<file path="config.mk">
export PLATFORM = sky130hd
export DESIGN_NAME = pixel_frame_writer
export DESIGN_NICKNAME = d
export VERILOG_FILES = /design/src/rtl/pixel_frame_writer.sv
export SDC_FILE = /design/constraint.sdc
export NUM_CORES = 1
export LEC_CHECK = 0
export CAP_MARGIN = 40
export CORE_ASPECT_RATIO = 0.9
export CORE_MARGIN = 3
export CORE_UTILIZATION = 55
export CTS_CLUSTER_SIZE = 24
export DETAILED_ROUTE_END_ITERATION = 8
export GPL_TIMING_DRIVEN = 0
export PLACE_DENSITY = 0.74
export SLEW_MARGIN = 20
export SYNTH_ARGS = -nofsm -noshare
export SYNTH_HDL_FRONTEND = slang
export SYNTH_SLANG_ARGS = --single-unit
</file>
<file path="constraint.sdc">
create_clock -name clk -period 13.65 [get_ports clk]
set_input_delay 1.365 -clock clk [delete_from_list [all_inputs] [get_ports clk]]
set_output_delay 1.365 -clock clk [all_outputs]
set_load 0.01 [all_outputs]
</file>
<file path="src/rtl/pixel_frame_writer.sv">
// Frames a camera pixel stream on vsync, optionally decimates 2:1, and writes
// kept pixels through a small FIFO to a backpressured linear frame buffer.
module pixel_frame_writer #(
  parameter int H_ACTIVE   = 640,
  parameter int V_ACTIVE   = 480,
  parameter int DECIMATE   = 2,
  parameter int FIFO_DEPTH = 8,
  parameter int ADDR_W     = 17
) (
  input  logic              clk,
  input  logic              reset,
  input  logic              enable,
  input  logic              vsync,
  input  logic              newPixel,
  input  logic [15:0]       pixelData,
  input  logic              memReady,
  output logic              memWrite,
  output logic [ADDR_W-1:0] memAddr,
  output logic [15:0]       memData,
  output logic              capturing,
  output logic              frameDone,
  output logic              overflow
);

  localparam int XW = (H_ACTIVE > 1) ? $clog2(H_ACTIVE) : 1;
  localparam int YW = (V_ACTIVE > 1) ? $clog2(V_ACTIVE) : 1;
  localparam int PW = (FIFO_DEPTH > 1) ? $clog2(FIFO_DEPTH) : 1;
  localparam int CW = PW + 1;
  localparam int EW = ADDR_W + 16;

  localparam longint unsigned KEPT_PIXELS =
    longint'(H_ACTIVE) * longint'(V_ACTIVE) / longint'(DECIMATE * DECIMATE);
  localparam longint unsigned ADDR_SPACE = 64'd1 << ADDR_W;

  if (KEPT_PIXELS > ADDR_SPACE) begin : g_addr_check
    $error("pixel_frame_writer: frame does not fit in ADDR_W address bits");
  end
  if (DECIMATE != 1 && DECIMATE != 2) begin : g_dec_check
    $error("pixel_frame_writer: DECIMATE must be 1 or 2");
  end
  if (FIFO_DEPTH < 2 || (FIFO_DEPTH & (FIFO_DEPTH - 1)) != 0) begin : g_depth_check
    $error("pixel_frame_writer: FIFO_DEPTH must be a power of 2, at least 2");
  end

  typedef enum logic [1:0] {IDLE, ARMED, CAPTURE, DRAIN} state_t;

  state_t            state_q, state_d;
  logic              vsync_p1;
  logic              vsync_rise, vsync_fall;
  logic [XW-1:0]     x_in;
  logic [YW-1:0]     y_in;
  logic [ADDR_W-1:0] wr_addr;
  logic [EW-1:0]     fifo_mem [FIFO_DEPTH];
  logic [PW-1:0]     wr_ptr, rd_ptr;
  logic [CW-1:0]     count;
  logic [EW-1:0]     head;
  logic              fifo_empty, fifo_full;
  logic              pix_in, last_x, last_y, keep, pop, push_ok, drop, start_frame;

  assign vsync_rise  = vsync & ~vsync_p1;
  assign vsync_fall  = ~vsync & vsync_p1;
  assign fifo_empty  = (count == '0);
  assign fifo_full   = (count == CW'(FIFO_DEPTH));
  assign pix_in      = (state_q == CAPTURE) && newPixel;
  assign last_x      = (x_in == XW'(H_ACTIVE - 1));
  assign last_y      = (y_in == YW'(V_ACTIVE - 1));
  assign keep        = pix_in && ((DECIMATE == 1) || (!x_in[0] && !y_in[0]));
  assign pop         = memWrite && memReady;
  assign push_ok     = keep && (!fifo_full || pop);
  assign drop        = keep && fifo_full && !pop;
  assign start_frame = (state_q == ARMED) && vsync_fall;

  always_ff @(posedge clk or negedge reset) begin
    if (!reset) begin
      state_q  <= IDLE;
      vsync_p1 <= 1'b0;
    end else begin
      state_q  <= state_d;
      vsync_p1 <= vsync;
    end
  end

  always_comb begin
    state_d   = state_q;
    frameDone = 1'b0;
    case (state_q)
      IDLE:    if (vsync_rise && enable) state_d = ARMED;
      ARMED:   if (vsync_fall) state_d = CAPTURE;
      CAPTURE: if ((pix_in && last_x && last_y) || vsync_rise) state_d = DRAIN;
      DRAIN: begin
        // Head register empty means the last write has already been accepted.
        if (fifo_empty) begin
          frameDone = 1'b1;
          state_d   = enable ? ARMED : IDLE;
        end
      end
      default: state_d = IDLE;
    endcase
  end

  assign capturing = (state_q == CAPTURE);

  always_ff @(posedge clk or negedge reset) begin
    if (!reset) begin
      x_in     <= '0;
      y_in     <= '0;
      wr_addr  <= '0;
      overflow <= 1'b0;
    end else if (start_frame) begin
      x_in     <= '0;
      y_in     <= '0;
      wr_addr  <= '0;
      overflow <= 1'b0;
    end else if (pix_in) begin
      if (last_x) begin
        x_in <= '0;
        y_in <= y_in + YW'(1);
      end else begin
        x_in <= x_in + XW'(1);
      end
      // Dropped pixels still consume an address so later pixels land correctly.
      if (keep) wr_addr <= wr_addr + ADDR_W'(1);
      if (drop) overflow <= 1'b1;
    end
  end

  always_ff @(posedge clk or negedge reset) begin
    if (!reset) begin
      wr_ptr <= '0;
      rd_ptr <= '0;
      count  <= '0;
    end else begin
      if (push_ok) wr_ptr <= wr_ptr + PW'(1);
      if (pop)     rd_ptr <= rd_ptr + PW'(1);
      case ({push_ok, pop})
        2'b10:   count <= count + CW'(1);
        2'b01:   count <= count - CW'(1);
        default: count <= count;
      endcase
    end
  end

  always_ff @(posedge clk) begin
    if (push_ok) fifo_mem[wr_ptr] <= {wr_addr, pixelData};
  end

  assign head     = fifo_mem[rd_ptr];
  assign memWrite = !fifo_empty;
  assign memAddr  = memWrite ? head[EW-1:16] : '0;
  assign memData  = memWrite ? head[15:0] : '0;

endmodule

</file>
==> summary.md, run 1 <==
| Metric | Value |
|---|---|
| Core footprint | 22600 sq um |
| Die area | 24900 sq um |
| Leakage power figure | 5.15 nW |
| Total detailed-routing wirelength | 26200 microns |
| Post-CTS Setup Bufs | 0 |
| Share of synthesized area occupied by flip-flops and latches | 72.4% |
| Largest net degree at the start of global routing | 51 |
| Max Transition Viols Final | 0 |
| Worst-Skew Late Latency | 0.56 ns |
| Area Growth Syn to Fin | 19.0% |
| Synth top area cells | sky130_fd_sc_hd__edfxtp_1, sky130_fd_sc_hd__mux4_2, sky130_fd_sc_hd__dfrtp_1, sky130_fd_sc_hd__mux2i_1, sky130_fd_sc_hd__nor2_1 |
| Area share of the largest cell type after synthesis | 62.5% |
| IR drop worst, VDD | 0.142 mV |
| Count of TritonRoute iterations in the first routing pass | 5 |
| Final cell area excluding filler cells | 15100 sq um |
| Required time reported for the critical path endpoint | 12.28 ns |
| Number of flops mapped to enable cells by yosys | 264 |
| Count of buffers inserted at the top-level ports | 58 |
| Quantity of gates resized following cts | 0 |
| Average footprint of a synthesized cell | 18.3 sq um |
| Slew at the pin closest to its max-slew limit | 0.818 ns |
| Count of warnings emitted by yosys | 0 |
| Clock root cell | sky130_fd_sc_hd__clkbuf_16 |
| Number of buffers inserted during clock tree synthesis | 30 |
| Clock H-tree levels | 1 |
| Highest clock frequency the design can meet | 0.219 GHz |
| Most instantiated cells after synthesis | sky130_fd_sc_hd__edfxtp_1, sky130_fd_sc_hd__nor2_1, sky130_fd_sc_hd__mux4_2 |
| Run status | completed |
| Post-Synthesis Net Count | 727 |
| Antenna violations before repair | 0 |
| Maximum clock path buffer count | 3 |
| Share of flip-flops with an asynchronous set or reset after synthesis | 15.9% |
| Period Utilization, post-route | 33.5% |
| Total routing resource utilization after global routing | 21.2% |
| Inserted Diodes | 0 |
| Primary flip-flop cell chosen by synthesis mapping | sky130_fd_sc_hd__edfxtp_1 |
| Distinct cells, synth | 56 |
| Final Critical Period | 4.57 ns |
| Placement Rows | 52 |
| Post-placement cell area | 14000 sq um |
| Ports placed on the boundary | 59 |
| Arr. time, crit path | 3.20 ns |
| DRC violation count after routing | 0 |
| Reported max-cap violation count | 0 |
| Routed len/inst | 23.1 microns |
| Vias in the first global route | 7182 |
| Post-synthesis instance area | 12700 sq um |
| Count of endpoints failing setup in the final report | 0 |
| Crit path kind | reg2out |
| Class of the tightest hold or removal check | reg2reg |
| Power, Total | 2.92 mW |
| Critical Path Source Type | flop |
| Unrepaired setup endpoints after global routing | false |
| Nets | 848 |
| Proportion of layout cells with a drive suffix above 1 | 22.2% |
| Worst relative slew slack | 45.0% |
| Most instantiated library cell after synthesis | sky130_fd_sc_hd__edfxtp_1 |
| Wire length of the first global-routing pass | 40700 microns |
| Final weighted congestion of routability-driven global placement | 0.811 |
| Initial Util | 56.2% |
| Setup skew after layout | 0.0228 ns |
| Flip-flop and latch count after synthesis | 314 |
| Largest driver fanout on the critical path | 10 |
| Post-detailed-placement half-perimeter wirelength | 17100 microns |
| Final hold viol count | 0 |
| Setup TNS Final | 0 ns |
| Power density over the cells | 194 nW/um^2 |
| CTS tree | done |
| Hold slack final | 0.510 ns |
| Number of routed nets with antenna violations | 0 |
| Die Span Y | 150 microns |
| Cell type with the highest aggregate area in the netlist | sky130_fd_sc_hd__edfxtp_1 |
| Hold buffers post-CTS | 0 |
| Iter 0 DRT Violations | 490 |
| Die span in x | 166 microns |
| Detailed-route vias per instance | 5.92 |
| Number of sinks driven by the clock tree | 314 |
| Synthesized netlist cell count | 694 |
| Aggregate global routing overflow | 0 |
| Worst Setup End Kind | output port |
| Clock-pin slew on the worst setup and hold paths | 0.06 ns |
| Via count | 6725 |
## metal layers
metal	vias to the layer above	global-route usage [%]	part of all wire, %
met1	3543	28.4	42
met2	178	37.0	51
met4	0	5.74	2.5
li1	2953	-	-
met3	51	2.98	4.1
met5	-	0	0
## registers in the layout (all words and copies together) (netlist names)
signal    cells
fifo_mem    264
wr_addr      17
x_in         10
y_in          9
count         4
rd_ptr        3
wr_ptr        3
state_q       2
overflow      1
vsync_p1      1
## per-stage QoR
| stage | setup slack, ns | std cells | utilization (%) |
|---|---|---|---|
| after floorplan | 7.95 | 694 | - |
| after global routing | 8.94 | 1136 | 66.8 |
| after CTS | 9.04 | 1136 | 66.8 |
| after detailed placement | 9.04 | 1080 | 62.0 |
| after global placement | 3.85 | 1049 | 60.4 |
| final | 9.08 | 1136 | 66.8 |
## critical path: stages (launching register included)
cell                              delay, ns
sky130_fd_sc_hd__dfrtp_1               0.44
sky130_fd_sc_hd__buf_2                 0.33
sky130_fd_sc_hd__buf_1                 0.63
sky130_fd_sc_hd__mux4_2                0.34
sky130_fd_sc_hd__mux2i_1               0.08
sky130_fd_sc_hd__nor2_1                0.22
sky130_fd_sc_hd__clkdlybuf4s50_1       0.59
## cells in the final DEF, fill, tap and decap left out, types with 4 or more instances in the layout
| cell | count |
|---|---|
| sky130_fd_sc_hd__buf_4 | 19 |
| sky130_fd_sc_hd__nand4_1 | 6 |
| sky130_fd_sc_hd__clkinv_2 | 5 |
| sky130_fd_sc_hd__nor2_1 | 76 |
| sky130_fd_sc_hd__bufinv_16 | 4 |
| sky130_fd_sc_hd__buf_6 | 9 |
| sky130_fd_sc_hd__mux2i_1 | 34 |
| sky130_fd_sc_hd__o21ai_0 | 5 |
| sky130_fd_sc_hd__nor3_1 | 8 |
| sky130_fd_sc_hd__dfrtp_1 | 50 |
| sky130_fd_sc_hd__mux4_2 | 66 |
| sky130_fd_sc_hd__a21oi_1 | 7 |
| sky130_fd_sc_hd__clkbuf_8 | 7 |
| sky130_fd_sc_hd__nor3_2 | 5 |
| sky130_fd_sc_hd__edfxtp_1 | 264 |
| sky130_fd_sc_hd__xor2_1 | 13 |
| sky130_fd_sc_hd__ha_1 | 11 |
| sky130_fd_sc_hd__inv_1 | 9 |
| sky130_fd_sc_hd__buf_2 | 12 |
| sky130_fd_sc_hd__clkbuf_1 | 15 |
| sky130_fd_sc_hd__nand2b_1 | 5 |
| sky130_fd_sc_hd__nand2_1 | 27 |
| sky130_fd_sc_hd__xnor2_1 | 23 |
| sky130_fd_sc_hd__clkdlybuf4s50_1 | 57 |
| sky130_fd_sc_hd__nand3_1 | 12 |
| sky130_fd_sc_hd__clkbuf_16 | 31 |
| sky130_fd_sc_hd__buf_1 | 5 |
## cell type report
type                       count  area [sq um]
clock buffer                  42           887
multi-input combinational    343          3390
inverter                      10          37.5
clock inverter                14           209
fill                        1406          7490
tap                          297           372
sequential                   314          9180
buffer                        27           129
timing repair buffer          89           888
## report_power, final
| part | total (mW) | leakage, nW | internal, mW | switching, mW |
|---|---|---|---|---|
| combinational | 0.888 | 1.68 | 0.444 | 0.444 |
| sequential | 1.15 | 2.94 | 1.10 | 0.0505 |
| clock | 0.879 | 0.537 | 0.533 | 0.346 |
| total | 2.92 | 5.15 | 2.08 | 0.841 |
## cells by family after synthesis
kind of cell             count (synthesis)  synth area share (%)
flip-flops                             314                  72.4
AO/OA/AOI/OAI                           22                  1.19
adder cells (fa/ha/maj)                 11                  1.09
XOR/XNOR                                36                  2.49
buffers and inverters                   37                  1.31
multiplexers                           104                  14.8
AND/OR/NAND/NOR                        170                  6.81
## final timing paths
| path | endpoint | startpoint | slack, ns | cells after the start |
|---|---|---|---|---|
| max in group asynchronous | x_in[9]$_DFFE_PN0P_ | reset | 12.35 | 1 |
| min | x_in[9]$_DFFE_PN0P_ | x_in[9]$_DFFE_PN0P_ | 0.51 | 1 |
| max reg2reg | fifo_mem[5][3]$_DFFE_PP_ | state_q[0]$_DFFE_PN0P_ | 10.12 | 9 |
| max | memAddr[3] | rd_ptr[1]$_DFFE_PN0P_ | 9.08 | 6 |
| min reg2reg | x_in[9]$_DFFE_PN0P_ | x_in[9]$_DFFE_PN0P_ | 0.51 | 1 |
| min in group asynchronous | wr_addr[12]$_DFFE_PN0P_ | reset | 0.85 | 1 |
Note: power is estimated with default switching activity, not from simulation.
==> inputs of run 2 (changes only) <==
- CORE_UTILIZATION: 55 -> 54
- PLACE_DENSITY: 0.74 -> 0.75
- clock period: 13.65 -> 4 ns (I/O delays scaled with it)
==> summary.md, run 2 (synthesis results as in run 1) <==
| Metric | Value |
|---|---|
| Slew at the pin closest to its max-slew limit | 0.809 ns |
| Highest clock frequency the design can meet | 0.278 GHz |
| Arr. time, crit path | 3.20 ns |
| Number of cells after detailed placement | 1078 |
| IR drop worst, VDD | 0.381 mV |
| CTS tree | done |
| Worst-Skew Late Latency | 0.56 ns |
| Power, Total | 9.85 mW |
| Final hold viol count | 0 |
| Initial Util | 55.7% |
| Area Growth Syn to Fin | 18.9% |
| Total routing resource utilization after global routing | 21.3% |
| Detailed-route vias per instance | 5.93 |
| Required time reported for the critical path endpoint | 3.60 ns |
| Crit path setup slack, layout | 0.404 ns |
| Worst setup slack before clock tree synthesis | 0.612 ns |
| Biggest registers after layout | fifo_mem: 264 flops, wr_addr: 17 flops, x_in: 10 flops |
| Proportion of total power due to net switching | 29.4% |
| Most used cells in the layout excluding fill and tap cells | sky130_fd_sc_hd__edfxtp_1, sky130_fd_sc_hd__nor2_1, sky130_fd_sc_hd__mux4_2 |
| Largest register FFs | 264 |
| Clock-pin slew on the worst setup and hold paths | 0.06 ns |
| Final cell count without fillers | 1136 |
| Class of the tightest hold or removal check | in2reg |
| Period Utilization, post-route | 89.9% |
| Die area | 25400 sq um |
| # fillers | 1507 |
| Final weighted congestion of routability-driven global placement | 0.813 |
| Count of endpoints failing setup in the final report | 0 |
| Proportion of layout cells with a drive suffix above 1 | 21.2% |
| Worst Setup End Kind | output port |
| Leakage power figure | 5.12 nW |
| Clock root cell | sky130_fd_sc_hd__clkbuf_16 |
| Post-CTS Setup Bufs | 0 |
| Nets | 848 |
| Setup TNS Final | 0 ns |
| Unrepaired setup endpoints after global routing | false |
| Critical Path Source Type | flop |
| Maximum clock path buffer count | 3 |
| Register share of total power | 40.1% |
| Most common cell after layout, fill and taps aside | sky130_fd_sc_hd__edfxtp_1 |
| Core footprint | 22800 sq um |
| Placement Rows | 52 |
| Clock H-tree levels | 1 |
| Wire length of the first global-routing pass | 41300 microns |
| Number of sinks driven by the clock tree | 314 |
| Proportion of power drawn by the clock network | 29.1% |
| Die span in x | 168 microns |
| Int Pwr | 6.95 mW |
| DRC violation count after routing | 0 |
| Setup skew after layout | 0.0140 ns |
| Number of buffers inserted during clock tree synthesis | 31 |
| Reported max-cap violation count | 0 |
| Run status | completed |
| Inserted Diodes | 0 |
| Worst relative slew slack | 46.1% |
| Crit path kind | reg2out |
| Net switching power figure | 2.89 mW |
| Gate power share | 30.8% |
| Post-detailed-placement half-perimeter wirelength | 16800 microns |
| Iter 0 DRT Violations | 619 |
| Vias in the first global route | 7131 |
| Count of TritonRoute iterations in the first routing pass | 5 |
| Largest net degree at the start of global routing | 51 |
| Ports placed on the boundary | 59 |
| Routed len/inst | 23.0 microns |
| Max Transition Viols Final | 0 |
| Most flops, register | fifo_mem |
| Largest driver fanout on the critical path | 10 |
| Power density over the cells | 653 nW/um^2 |
| Count of buffers inserted at the top-level ports | 58 |
| Total detailed-routing wirelength | 26100 microns |
| Quantity of gates resized following cts | 0 |
| Number of routed nets with antenna violations | 0 |
| Antenna violations before repair | 0 |
| Via count | 6733 |
| Die Span Y | 151 microns |
| Final Critical Period | 3.60 ns |
| Aggregate global routing overflow | 0 |
-- run 2: changes by cell type in the layout (fill, tap and decap cells not counted), sizes merged --
cell,before,now
clkbuf,53,50
clkinv,8,11
inv,11,12
dlygate4sd3,0,1
buf,48,46
bufinv,4,3
clkinvlp,1,2
-- run 2: metrics by stage --
| step | instance area (sq um) | hold slack, ns | utilization, % |
|---|---|---|---|
| final | 15100 | 0.384 | 66.2 |
| after global routing | 15100 | 0.420 | 66.2 |
| after CTS | 15100 | 0.372 | 66.2 |
| after detailed placement | 14000 | 0.486 | 61.7 |
| after global placement | 13600 | 0.479 | 59.9 |
| after floorplan | 12700 | 0.104 | - |
-- run 2: power by group through the flow --
stage	logic, mW	clock network, mW	registers, mW
2_1_floorplan	1.83	0	3.96
3_3_place_gp	2.91	0	3.99
3_5_place_dp	3.06	0	4.01
4_1_cts	3.09	2.92	3.95
5_1_grt	3.28	3.05	3.98
6_report	3.03	2.86	3.95
-- run 2: layout make-up --
class | count | area [sq um] | area share (%)
clock buffer | 39 | 826 | 5.47
inverter | 10 | 37.5 | 0.249
tap | 297 | 372 | 2.46
timing repair buffer | 88 | 940 | 6.23
sequential | 314 | 9180 | 60.9
clock inverter | 18 | 198 | 1.31
buffer | 27 | 129 | 0.854
multi-input combinational | 343 | 3400 | 22.6
-- run 2: routing by layer --
layer | routed length (microns) | GRT usage (%) | vias up
li1 | - | - | 2954
met3 | 1580 | 3.58 | 43
met5 | 0 | 0 | -
met1 | 10400 | 28.0 | 3493
met2 | 13500 | 37.4 | 243
met4 | 593 | 5.60 | 0
-- run 2: worst max-delay path, stage by stage, from the launching register on --
cell and delay [ns]:
sky130_fd_sc_hd__dfrtp_1 0.36, sky130_fd_sc_hd__clkbuf_1 0.22, sky130_fd_sc_hd__buf_2 0.38, sky130_fd_sc_hd__buf_4 0.33, sky130_fd_sc_hd__mux4_2 0.54, sky130_fd_sc_hd__mux2i_1 0.18
sky130_fd_sc_hd__nor2_1 0.10, sky130_fd_sc_hd__clkdlybuf4s50_1 0.53
-- run 2: final timing paths --
path	start	to	slack, ns	cells past startpoint
max in group asynchronous	reset	count[3]$_DFFE_PN0P_	3.14	2
worst max-delay path	rd_ptr[0]$_DFFE_PN0P_	memAddr[2]	0.40	7
worst max register to register	state_q[0]$_DFFE_PN0P_	fifo_mem[2][31]$_DFFE_PP_	0.74	10
min in group asynchronous	reset	wr_addr[11]$_DFFE_PN0P_	0.42	2
worst min register to register	x_in[9]$_DFFE_PN0P_	x_in[9]$_DFFE_PN0P_	0.52	1
worst min-delay path	vsync	vsync_p1$_DFF_PN0_	0.38	1
-- run 2: repair_timing --
action	CTS	global route
endpoints found under the setup margin	0	0
hold endpoints to repair	50	0
hold buffers	1	0
